<file path="config.mk">
export PLATFORM = sky130hd
export DESIGN_NAME = bec_rr_sched
export DESIGN_NICKNAME = d
export VERILOG_FILES = /design/src/rtl/bec_rr_sched.sv
export SDC_FILE = /design/constraint.sdc
export NUM_CORES = 1
export LEC_CHECK = 0
export BUFFER_PORTS_ARGS = -buffer_cell sky130_fd_sc_hd__buf_4
export CAP_MARGIN = 30
export CELL_PAD_IN_SITES_DETAIL_PLACEMENT = 2
export CELL_PAD_IN_SITES_GLOBAL_PLACEMENT = 2
export CORE_ASPECT_RATIO = 0.5
export CORE_MARGIN = 8
export CORE_UTILIZATION = 28
export DETAILED_ROUTE_END_ITERATION = 10
export PLACE_DENSITY_LB_ADDON = 0.1
export SLEW_MARGIN = 20
export SYNTH_ARGS = -nofsm -noshare
export SYNTH_HDL_FRONTEND = slang
export SYNTH_SLANG_ARGS = --single-unit
</file>
<file path="constraint.sdc">
create_clock -name clk -period 3.1 [get_ports clk]
set_input_delay 0.31 -clock clk [delete_from_list [all_inputs] [get_ports clk]]
set_output_delay 0.31 -clock clk [all_outputs]
set_load 0.01 [all_outputs]
</file>
<file path="src/rtl/bec_rr_sched.sv">
// rtl/bec_rr_sched.sv - round-robin share of one byte-order converter between two requesters
module bec_rr_sched #(
  parameter int DW    = 32,
  parameter int CNT_W = 16
) (
  input  logic             clk,
  input  logic             rst,
  input  logic             req0_valid,
  output logic             req0_ready,
  input  logic [DW-1:0]    req0_data,
  input  logic [1:0]       req0_mode,
  input  logic             req1_valid,
  output logic             req1_ready,
  input  logic [DW-1:0]    req1_data,
  input  logic [1:0]       req1_mode,
  output logic             out_valid,
  input  logic             out_ready,
  output logic [DW-1:0]    out_data,
  output logic             out_src,
  output logic [CNT_W-1:0] cnt0,
  output logic [CNT_W-1:0] cnt1
);

  localparam int NB = DW / 8;
  localparam logic [CNT_W-1:0] CNT_ONE = {{(CNT_W-1){1'b0}}, 1'b1};

  logic             out_valid_q, out_valid_d;
  logic [DW-1:0]    out_data_q, out_data_d;
  logic             out_src_q, out_src_d;
  logic             prio_q, prio_d;
  logic [CNT_W-1:0] cnt0_q, cnt0_d;
  logic [CNT_W-1:0] cnt1_q, cnt1_d;

  logic             acc;
  logic             grant_vld;
  logic             grant_id;
  logic             conv_en;
  logic [1:0]       conv_mode;
  logic [DW-1:0]    conv_din;
  logic [DW-1:0]    conv_dout;

  // Arbitration: prio breaks ties; a lone requester always wins.
  always_comb begin
    acc       = (!out_valid_q || out_ready) && !rst;
    grant_vld = 1'b0;
    grant_id  = 1'b0;
    if (req0_valid && req1_valid) begin
      grant_vld = 1'b1;
      grant_id  = prio_q;
    end else if (req0_valid) begin
      grant_vld = 1'b1;
      grant_id  = 1'b0;
    end else if (req1_valid) begin
      grant_vld = 1'b1;
      grant_id  = 1'b1;
    end
    req0_ready = acc && grant_vld && !grant_id;
    req1_ready = acc && grant_vld && grant_id;
    conv_en    = req0_ready || req1_ready;
    conv_din   = grant_id ? req1_data : req0_data;
    conv_mode  = grant_id ? req1_mode : req0_mode;
  end

  // Shared converter: swap32 reverses every byte, swap16 swaps bytes per half; idle output is zero.
  always_comb begin
    conv_dout = conv_din;
    case (conv_mode)
      2'b01: begin
        for (int b = 0; b < NB; b++) begin
          conv_dout[8*b +: 8] = conv_din[8*(NB-1-b) +: 8];
        end
      end
      2'b10: begin
        for (int h = 0; h < NB/2; h++) begin
          conv_dout[16*h +: 8]   = conv_din[16*h+8 +: 8];
          conv_dout[16*h+8 +: 8] = conv_din[16*h +: 8];
        end
      end
      default: conv_dout = conv_din;
    endcase
    if (!conv_en) begin
      conv_dout = '0;
    end
  end

  // Output register, pointer and saturating counters next-state.
  always_comb begin
    out_valid_d = out_valid_q;
    out_data_d  = out_data_q;
    out_src_d   = out_src_q;
    prio_d      = prio_q;
    cnt0_d      = cnt0_q;
    cnt1_d      = cnt1_q;
    if (conv_en) begin
      out_valid_d = 1'b1;
      out_data_d  = conv_dout;
      out_src_d   = grant_id;
      prio_d      = ~grant_id;
    end else if (out_valid_q && out_ready) begin
      out_valid_d = 1'b0;
    end
    if (out_valid_q && out_ready) begin
      if (out_src_q) begin
        if (cnt1_q != '1) cnt1_d = cnt1_q + CNT_ONE;
      end else begin
        if (cnt0_q != '1) cnt0_d = cnt0_q + CNT_ONE;
      end
    end
  end

  // State registers; reset drops any word in flight uncounted.
  always_ff @(posedge clk) begin
    if (rst) begin
      out_valid_q <= 1'b0;
      out_data_q  <= '0;
      out_src_q   <= 1'b0;
      prio_q      <= 1'b0;
      cnt0_q      <= '0;
      cnt1_q      <= '0;
    end else begin
      out_valid_q <= out_valid_d;
      out_data_q  <= out_data_d;
      out_src_q   <= out_src_d;
      prio_q      <= prio_d;
      cnt0_q      <= cnt0_d;
      cnt1_q      <= cnt1_d;
    end
  end

  assign out_valid = out_valid_q;
  assign out_data  = out_data_q;
  assign out_src   = out_src_q;
  assign cnt0      = cnt0_q;
  assign cnt1      = cnt1_q;

endmodule

</file>
==> impl_metrics.tcl <==
set metrics [dict create \
    synthTopCellsByArea "dfxtp_1 37%, a22oi_1 13%, mux2_2 9.8%" \
    track_usage 0.152 \
    wl_met1_mm 5.28 \
    hold_buffers 0 \
    clock_path_buffers 2 \
    clk_pin_slew_worst_paths_ns 0.05 \
    syn_area_um2 3580 \
    synth_top_family_by_area "compound AO/OA/AOI/OAI gates" \
    dieArea_um2 16900 \
    required_ns 3.34 \
    post_cts_resized 0 \
    setup-tns-final_ns 0 \
    fin_cells 695 \
    multi_input_area_um2 2120 \
    synthSimpleGateAreaFrac 0.176 \
    synth_edf_count 0 \
    maxSlewHeadroom 0.553 \
    synth_cell_types 45 \
    grt_max_degree 37 \
    finalCritPeriodShare 0.714 \
    via_count 3539 \
    clock_skew_ns 0.0102 \
    synth_top_cell_by_area "dfxtp_1" \
    grt_pass1_vias 3850 \
    period_minus_slack_ns 2.21 \
    hpwl_mm 9.34 \
    path_cells "o21ai_4 > mux2_1 > ha_2 > nor3b_4 > buf_4 > a22oi_1 > o21ai_1" \
    startpoint_type "flip-flop" \
    hold_ws_ns 0.235 \
    hold_viol 0 \
    synth_xor_area_frac 0.0685 \
    rsz0062_at_grt "no" \
    cts_tree "done" \
    drive_gt1_frac 0.406 \
    syn_inst 388 \
    die_x_um 176 \
    status "finished, final reports clean" \
    worst_slack_ns 0.885 \
    ant_nets 0 \
    dpl.cell_count 680 \
    clk-insertion-delay-late_ns 0.32 \
    area_growth_pct 42.4 \
    synth_nets 465 \
    avgSynthCellArea_um2 9.22 \
    final-max-slew-violation-count 0 \
    drtPass1Iterations 4 \
    io_pins 141 \
    wl_met2_mm 6.48 \
    diodes 0 \
    ys_warn_count 0 \
    rows 29 \
    gp_congestion 0.728 \
    leakagePower_nw 1.98 \
    core_area_um2 12600 \
    h-tree-depth 3 \
    wire_per_inst_um 18.3 \
    ys_ff_latch 67 \
    synth_seq_area_share 0.375 \
    dp_slack_ns 0.845 \
    dr.first_iter.drc_count 136 \
    power.density_nw_per_um2 482 \
    antenna_found_initial 0 \
    ff_latch_area_um2 1340 \
    top_layer "met4" \
    clock.fmax_mhz 452 \
    hold_path_class "input pin to flip-flop" \
    post-cts-setup-buffers 0 \
    end_kind "flip-flop" \
    critPathMaxStageDelay_ns 0.39 \
    vias_per_cell 5.09 \
    fillers 1446 \
    grt_pass1_wl_mm 20.7 \
    fin_nets 598 \
    synth_compound_area_frac 0.217 \
    start_util 0.285 \
    drt_wl_total_mm 12.7 \
    critPathMaxFanout 32 \
    cts_sinks 67 \
    tightest_slew_ns 0.671 \
    met3_length_um 854 \
    async_flop_share 0 \
    drc_errors 0 \
    ys.flop_type "dfxtp_1" \
    grt_overflow_total 0 \
    yosysTopAreaCellShare 0.375 \
    clockRootBuffer "clkbuf_16" \
    worst_path_max_delay_cell "mux2_1" \
    cts_buffers 9 \
    path_class "flip-flop to flip-flop" \
    synthMuxAreaShare 0.112 \
    cap_violations 0 \
    cp.arrival_ns 2.46 \
    setup_viol 0 \
    synthAdderAreaFrac 0.0140 \
    vdd_drop_max_uv 258 \
    dieHeight_um 95.9 \
    io_buffers 140 \
]
==> path summary, 6_finish.rpt <==
| kind | from | cells after the start | slack [ns] | to |
|---|---|---|---|---|
| min | req1_valid | 2 | 0.23 | prio_q |
| max | prio_q | 7 | 0.89 | out_data[22] |
| min reg2reg | out_data[6] | 2 | 0.49 | out_data[6] |
| max reg2reg | prio_q | 7 | 0.89 | out_data[22] |
==> logic make-up (layout without fill, tap and decap cells) <==
| logic type | count (synthesis) | after routing |
|---|---|---|
| XOR/XNOR | 28 | 28 |
| multiplexers | 36 | 36 |
| AO/OA/AOI/OAI | 116 | 116 |
| adder cells (fa/ha/maj) | 4 | 4 |
| buffers and inverters | 30 | 167 |
| AND/OR/NAND/NOR | 107 | 107 |
| flip-flops | 67 | 67 |
==> critical path: cells and delay by family (launching register included) <==
family	cells	cell delay (ns)
AO/OA/AOI/OAI	3	0.51
multiplexers	1	0.39
buffers and inverters	1	0.37
flip-flops	1	0.36
adder cells (fa/ha/maj)	1	0.35
AND/OR/NAND/NOR	1	0.16
==> cells in the mapped netlist, drive strengths merged, types with 5 or more instances <==
library cell and n:
nor2 35, buf 10, mux2 33, inv 5, nand4 9, a21oi 10
xnor2 28, nand3 10, a22oi 64, nor3 7, clkbuf 15, dfxtp 67
nand2 14, o21ai 34, nor4 12
==> report_power, final <==
part | internal, W | switching [W] | total [W]
clock | 0.000661 | 0.000378 | 0.00104
sequential | 0.000917 | 0.0000339 | 0.000950
combinational | 0.000232 | 0.000236 | 0.000468
total | 0.00181 | 0.000647 | 0.00246
==> metrics by stage <==
step	area, um2	power [W]	utilization
after floorplan	3580	0.00121	-
after global placement	4790	0.00144	0.382
after detailed placement	4790	0.00144	0.382
after CTS	5100	0.00251	0.406
after global routing	5100	0.00258	0.406
final	5100	0.00246	0.406
==> routing by layer <==
layer	GRT usage	up-vias
met3	0.0611	6
met5	0	-
met4	0.0301	0
met2	0.274	78
met1	0.169	1741
li1	-	1714
==> placed cells by master (no fill, tap or decap), types with 2 or more instances in the layout <==
cell type / n
nand4_1: 9
nor4_2: 7
clkinvlp_4: 2
inv_1: 3
nor3_1: 6
nor4_1: 4
buf_4: 147
nand3_1: 10
ha_1: 3
o21ai_1: 33
mux2_2: 31
mux2i_1: 3
nor2_1: 35
a22oi_1: 64
dfxtp_1: 67
a211oi_1: 2
nand2_1: 14
and2_1: 3
clkbuf_16: 9
mux2_1: 2
xnor2_1: 28
a21oi_1: 9
and4_1: 3
inv_2: 2
clkbuf_8: 2
and3_1: 4
==> state kept, by name, indices dropped and copies added, names as in the netlist <==
| signal | cells |
|---|---|
| cnt0 | 16 |
| out_src | 1 |
| out_data | 32 |
| prio_q | 1 |
| cnt1 | 16 |
| out_valid | 1 |
==> final cells by class <==
cell class                      instances  share of cell area
Multi-Input combinational cell        291               0.416
Clock buffer                           11              0.0496
Clock inverter                          4             0.00982
Inverter                                5             0.00368
Tap cell                              170              0.0417
Sequential cell                        67               0.263
Timing Repair Buffer                  147               0.216
Note: power is estimated with default switching activity, not from simulation.
